==> src/rtl/rx_tx_pkg.sv <==
// Shared CRC-32 (Ethernet, reflected) constants, the engine state type and the
// single-byte update step used by every lane of the stream engine.
package rx_tx_pkg;

    localparam logic [31:0] CRC32_POLY_REFLECTED    = 32'hEDB88320;
    localparam logic [31:0] CRC32_RESIDUE_REFLECTED = 32'hDEBB20E3;
    localparam logic [31:0] CRC32_INIT              = 32'hFFFFFFFF;
    localparam logic [31:0] CRC32_FINAL_XOR         = 32'hFFFFFFFF;

    typedef enum logic [1:0] {
        ST_IDLE  = 2'd0,
        ST_FRAME = 2'd1,
        ST_HOLD  = 2'd2
    } crc_state_e;

    // Byte enters at the register LSB, so bit 0 of the byte is processed first.
    function automatic logic [31:0] crc32_byte_step(input logic [31:0] crc,
                                                    input logic [7:0]  data);
        logic [31:0] c;
        c = crc ^ {24'h000000, data};
        for (int i = 0; i < 8; i++) begin
            c = c[0] ? ((c >> 1) ^ CRC32_POLY_REFLECTED) : (c >> 1);
        end
        return c;
    endfunction

endpackage

==> src/rtl/crc32_byte_lane.sv <==
// One combinational CRC-32 byte step; a disabled lane passes the register through.
module crc32_byte_lane
    import rx_tx_pkg::*;
(
    input  logic [31:0] crc_i,
    input  logic [7:0]  data_i,
    input  logic        en_i,
    output logic [31:0] crc_o
);

    assign crc_o = en_i ? crc32_byte_step(crc_i, data_i) : crc_i;

endmodule

==> src/rtl/crc32_stream_engine.sv <==
// Streaming Ethernet CRC-32 generator/checker: folds DATA_BYTES bytes per beat and
// presents one result per frame (or per aborted frame) on a valid/ready port.
module crc32_stream_engine
    import rx_tx_pkg::*;
#(
    parameter int          DATA_BYTES = 1,
    parameter logic [31:0] INIT_VALUE = CRC32_INIT
) (
    input  logic                    clk,
    input  logic                    rst,
    input  logic                    s_valid,
    output logic                    s_ready,
    input  logic [8*DATA_BYTES-1:0] s_data,
    input  logic [DATA_BYTES-1:0]   s_keep,
    input  logic                    s_sof,
    input  logic                    s_eof,
    input  logic                    s_check,
    output logic                    r_valid,
    input  logic                    r_ready,
    output logic [31:0]             r_crc,
    output logic                    r_ok,
    output logic                    r_abort,
    output logic                    err_orphan,
    output logic [1:0]              dbg_state
);

    // Handshakes: a beat moves when s_valid & s_ready, a result when r_valid & r_ready,
    // both on the rising clk edge; producers hold their fields stable until accepted.

    crc_state_e  state_q, state_d;
    logic [31:0] crc_q, crc_d;
    logic [31:0] r_crc_q, r_crc_d;
    logic        r_ok_q, r_ok_d;
    logic        r_abort_q, r_abort_d;
    logic        err_orphan_q, err_orphan_d;
    logic        check_q, check_d;
    logic        resume_q, resume_d;
    logic        pend_q, pend_d;

    logic [31:0]           chain [DATA_BYTES+1];
    logic [DATA_BYTES-1:0] lane_en;
    logic [31:0]           fold_out;

    function automatic logic [31:0] result_crc(input logic [31:0] crc, input logic chk);
        return chk ? crc : (crc ^ CRC32_FINAL_XOR);
    endfunction

    function automatic logic result_ok(input logic [31:0] crc, input logic chk);
        return chk ? (crc == CRC32_RESIDUE_REFLECTED) : 1'b1;
    endfunction

    // A new sof always restarts from INIT_VALUE, even when it truncates a frame.
    assign chain[0] = (s_sof || state_q == ST_IDLE) ? INIT_VALUE : crc_q;

    genvar g;
    generate
        for (g = 0; g < DATA_BYTES; g++) begin : g_lane
            // Only the contiguous keep run starting at byte 0 counts, and only on eof.
            assign lane_en[g] = ~s_eof | (&s_keep[g:0]);
            crc32_byte_lane u_lane (
                .crc_i  (chain[g]),
                .data_i (s_data[8*g +: 8]),
                .en_i   (lane_en[g]),
                .crc_o  (chain[g+1])
            );
        end
    endgenerate

    assign fold_out = chain[DATA_BYTES];

    always_comb begin
        state_d      = state_q;
        crc_d        = crc_q;
        r_crc_d      = r_crc_q;
        r_ok_d       = r_ok_q;
        r_abort_d    = r_abort_q;
        err_orphan_d = 1'b0;
        check_d      = check_q;
        resume_d     = resume_q;
        pend_d       = pend_q;
        s_ready      = (state_q != ST_HOLD);
        r_valid      = (state_q == ST_HOLD);

        case (state_q)
            ST_IDLE: begin
                if (s_valid) begin
                    if (s_sof) begin
                        crc_d   = fold_out;
                        check_d = s_check;
                        if (s_eof) begin
                            r_crc_d   = result_crc(fold_out, s_check);
                            r_ok_d    = result_ok(fold_out, s_check);
                            r_abort_d = 1'b0;
                            state_d   = ST_HOLD;
                        end else begin
                            state_d = ST_FRAME;
                        end
                    end else begin
                        err_orphan_d = 1'b1;
                    end
                end
            end
            ST_FRAME: begin
                if (s_valid) begin
                    crc_d = fold_out;
                    if (s_sof) begin
                        // Report the truncated frame; the new frame's first beat is
                        // already folded and continues once the result is taken.
                        r_crc_d   = result_crc(crc_q, check_q);
                        r_ok_d    = 1'b0;
                        r_abort_d = 1'b1;
                        check_d   = s_check;
                        pend_d    = s_eof;
                        resume_d  = ~s_eof;
                        state_d   = ST_HOLD;
                    end else if (s_eof) begin
                        r_crc_d   = result_crc(fold_out, check_q);
                        r_ok_d    = result_ok(fold_out, check_q);
                        r_abort_d = 1'b0;
                        state_d   = ST_HOLD;
                    end
                end
            end
            ST_HOLD: begin
                if (r_ready) begin
                    if (pend_q) begin
                        r_crc_d   = result_crc(crc_q, check_q);
                        r_ok_d    = result_ok(crc_q, check_q);
                        r_abort_d = 1'b0;
                        pend_d    = 1'b0;
                    end else if (resume_q) begin
                        resume_d = 1'b0;
                        state_d  = ST_FRAME;
                    end else begin
                        state_d = ST_IDLE;
                    end
                end
            end
            default: state_d = ST_IDLE;
        endcase
    end

    always_ff @(posedge clk) begin
        if (rst) begin
            state_q      <= ST_IDLE;
            crc_q        <= INIT_VALUE;
            r_crc_q      <= 32'h0;
            r_ok_q       <= 1'b0;
            r_abort_q    <= 1'b0;
            err_orphan_q <= 1'b0;
            check_q      <= 1'b0;
            resume_q     <= 1'b0;
            pend_q       <= 1'b0;
        end else begin
            state_q      <= state_d;
            crc_q        <= crc_d;
            r_crc_q      <= r_crc_d;
            r_ok_q       <= r_ok_d;
            r_abort_q    <= r_abort_d;
            err_orphan_q <= err_orphan_d;
            check_q      <= check_d;
            resume_q     <= resume_d;
            pend_q       <= pend_d;
        end
    end

    assign r_crc      = r_crc_q;
    assign r_ok       = r_ok_q;
    assign r_abort    = r_abort_q;
    assign err_orphan = err_orphan_q;
    assign dbg_state  = state_q;

endmodule

==> config.mk <==
export PLATFORM = sky130hd
export DESIGN_NAME = crc32_stream_engine
export DESIGN_NICKNAME = d
export VERILOG_FILES = /design/src/rtl/rx_tx_pkg.sv /design/src/rtl/crc32_byte_lane.sv /design/src/rtl/crc32_stream_engine.sv
export SDC_FILE = /design/constraint.sdc
export NUM_CORES = 1
export LEC_CHECK = 0
export ABC_AREA = 0
export BUFFER_PORTS_ARGS = -buffer_cell sky130_fd_sc_hd__buf_4
export CAP_MARGIN = 20
export CORE_MARGIN = 5
export CORE_UTILIZATION = 59
export CTS_BUF_LIST = sky130_fd_sc_hd__clkbuf_8
export DETAILED_ROUTE_END_ITERATION = 10
export PLACE_DENSITY = 0.82
export SYNTH_ARGS = -nofsm -noshare
export SYNTH_HDL_FRONTEND = slang
export SYNTH_SLANG_ARGS = --single-unit
==> constraint.sdc <==
create_clock -name clk -period 4.3 [get_ports clk]
set_clock_uncertainty 0.2 [all_clocks]
set_input_delay 0.645 -clock clk [delete_from_list [all_inputs] [get_ports clk]]
set_output_delay 0.645 -clock clk [all_outputs]
set_load 0.005 [all_outputs]
==> results.cfg <==
[run_status]
run_status = finished, final reports clean

[grt]
grt_pass1_vias = 6324
grt_usage = 0.3416
grt_overflow = 0
grt_pass1_wl_mm = 35.20
antenna_found_initial = 0
grt_start_max_net_pins = 74

[place]
portBuffers = 54
finalWeightedCongestion = 1.041
dp_hpwl_mm = 15.62
place_area_um2 = 6945

[cts]
cts_tree = built
cts_buffer_depth = 2
numCtsBuffers = 9
clock-sinks = 72
path_clk_slew_ns = 0.10
cts-root-buf = clkbuf_8
ctsHoldBuffers = 0
post_cts_buffers = 0
cts_resized = 0
htreeDepth = 3
clk_latency_ns = 0.39

[layout]
nFillCells = 927
multi_input_area_um2 = 4622
nets = 890
finalInstanceArea_um2 = 7157
area_delta_synth_final_pct = 10.90
seqCellArea_um2 = 1443
drive_above_1_share = 0.1430
post-route-util = 0.6631
n_antenna_cell = 0

[route]
routed_wl_mm = 22.20
drtIter0Drc = 868
routed_via_density = 6.744
vias = 6838
ant_nets = 0
drtPass1Iterations = 6
wl_per_cell_um = 21.90
drc_errors = 0

[timing]
slew_headroom = 0.3381
drv_slew = 0
finalCritPeriodShare = 0.9487
fmax_mhz = 245.1
worstMarginPinSlew_ns = 0.9908
fin_crit_ns = 4.079
finalSetupViolCount = 0
hold_viol = 0
holdWs_ns = 0.2583

[flow_run]
cap_violations = 0

[synth]
synth_flop_cell = dfxtp_1
synthCells = 863
ys_seq_elements = 72
synth-edff-count = 0
synthArstFlopShare = 0
syn_area_um2 = 6454
synthTopCellsByArea = dfxtp_1 (22%), xor2_1 (7.3%), xnor2_1 (6.9%)
synth.top_cells.by_count = nor2_1 (117), dfxtp_1 (72), clkbuf_1 (63)
avgSynthCellArea_um2 = 7.478
yosysTopAreaCellShare = 0.2233
synth_area_leader_cell = dfxtp_1
synth_nets = 884
yosys_warnings = 0
ys_types = 70
seq_area_frac_synth = 0.2233
synth_most_common_cell = nor2_1

[worst_setup_path]
cp-start-kind = flop
cp_top_family = simple AND/OR/NAND/NOR gates
critical_path_class = flop to flop
critical_path_arrival_ns = 4.19
cp-end-kind = flop
cp_slowest_cell = or4_1
path_buf_inv = 1
critPathMaxStageDelay_ns = 0.50
worstPathRequired_ns = 4.41
path_max_fanout = 16
r2r_slack_ns = 0.22
crit_chain = inv_1 -> ha_1 -> or2_2 -> nor3_1 -> nor2_1 -> xnor2_1 -> a21oi_1 -> nor4bb_1 -> nand4_1 -> or4_1 -> o31ai_2

[floorplan]
die_h_um = 114.6
start_util = 0.5980
dieArea_um2 = 13130
die_w_um = 114.6
row_count = 38
core_area_um2 = 10790
io_pins = 55

[pwr]
leakagePower_nw = 2.726
powerDensity_nw_per_um2 = 514.6
max-vdd-ir-drop_v = 0.0004397

[hold_path]
min_path_type = flop to flop
==> flip-flops by register name, indices dropped and copies added (netlist names) <==
signal      count
err_orphan      1
check_q         1
dbg_state       2
r_crc          32
r_ok            1
resume_q        1
crc_q          32
pend_q          1
r_abort         1
==> cell usage in the layout, fill, tap and decap left out, drive strengths merged, types with 4 or more instances in the layout <==
cell type,Yosys,layout
nor2,118,118
buf,31,89
dfxtp,72,72
o21ai,64,64
nand2,63,63
a21oi,59,59
xor2,54,54
xnor2,51,51
a211o,44,44
nor3,26,26
mux2i,23,23
o211ai,22,22
o2111ai,12,12
inv,7,11
nor2b,10,10
nand4,10,10
or3,10,10
xnor3,9,9
clkbuf,63,9
o221ai,9,9
and3,8,8
a211oi,8,8
o22ai,7,7
nand4b,6,6
or4,6,6
a31oi,5,5
ha,5,5
o31ai,5,5
nand2b,4,4
nand3,4,4
nor4b,4,4
==> per-stage QoR <==
| step | setup TNS (ns) | power, mW | setup WS, ns | instances |
|---|---|---|---|---|
| after floorplan | 0 | 2.379 | 0.8013 | 863 |
| after global placement | 0 | 3.009 | 0.2378 | 996 |
| after detailed placement | 0 | 3.085 | 0.2927 | 997 |
| after CTS | 0 | 3.624 | 0.2439 | 1013 |
| after global routing | -0.001158 | 3.912 | -0.001158 | 1014 |
| final | 0 | 3.683 | 0.2207 | 1014 |
==> where the power goes <==
part,internal [mW],switching (mW)
logic,0.873,1.24
registers,0.814,0.213
clock network,0.221,0.324
total,1.91,1.78
==> per-layer routing <==
layer	wire length (um)	global-route usage	vias up
met2	10160	0.5281	413
met3	2011	0.06131	78
li1	-	-	3105
met5	0	0	-
met1	8980	0.4587	3242
met4	1050	0.1655	0
==> final cells by class <==
| cell class | count | share of cell area |
|---|---|---|
| tap | 140 | 0.02448 |
| sequential | 72 | 0.2016 |
| clock buffer | 9 | 0.01731 |
| inverter | 8 | 0.004196 |
| clock inverter | 7 | 0.008741 |
| multi-input combinational | 689 | 0.6458 |
| timing repair buffer | 89 | 0.09790 |
==> final timing paths <==
kind | from | end | cells past startpoint
max reg2reg | dbg_state[0]$_SDFFE_PP0P_ | r_ok$_SDFFE_PP0P_ | 11
min | r_crc[29]$_SDFFE_PP0P_ | r_crc[29]$_SDFFE_PP0P_ | 2
min reg2reg | r_crc[29]$_SDFFE_PP0P_ | r_crc[29]$_SDFFE_PP0P_ | 2
max | dbg_state[0]$_SDFFE_PP0P_ | r_ok$_SDFFE_PP0P_ | 11
==> worst register-to-register path, stage by stage, from the launching register on <==
cell and delay [ns]:
dfxtp_1 0.46, inv_1 0.12, ha_1 0.32, or2_2 0.45, nor3_1 0.42, nor2_1 0.21
xnor2_1 0.19, a21oi_1 0.25, nor4bb_1 0.46, nand4_1 0.19, or4_1 0.50, o31ai_2 0.24
==> cells by family (layout without fill, tap and decap cells) <==
family | Yosys count | in the layout | synth area share
AOI/OAI and AO/OA | 262 | 262 | 0.2747
xor gates and xnor gates | 117 | 117 | 0.1850
adders and majority gates | 5 | 5 | 0.009694
buffers and inverters | 102 | 113 | 0.06320
DFF | 72 | 72 | 0.2233
muxes | 24 | 24 | 0.03742
and+or+nand+nor | 281 | 281 | 0.2067
No activity file was read; power rests on OpenSTA's default activity.
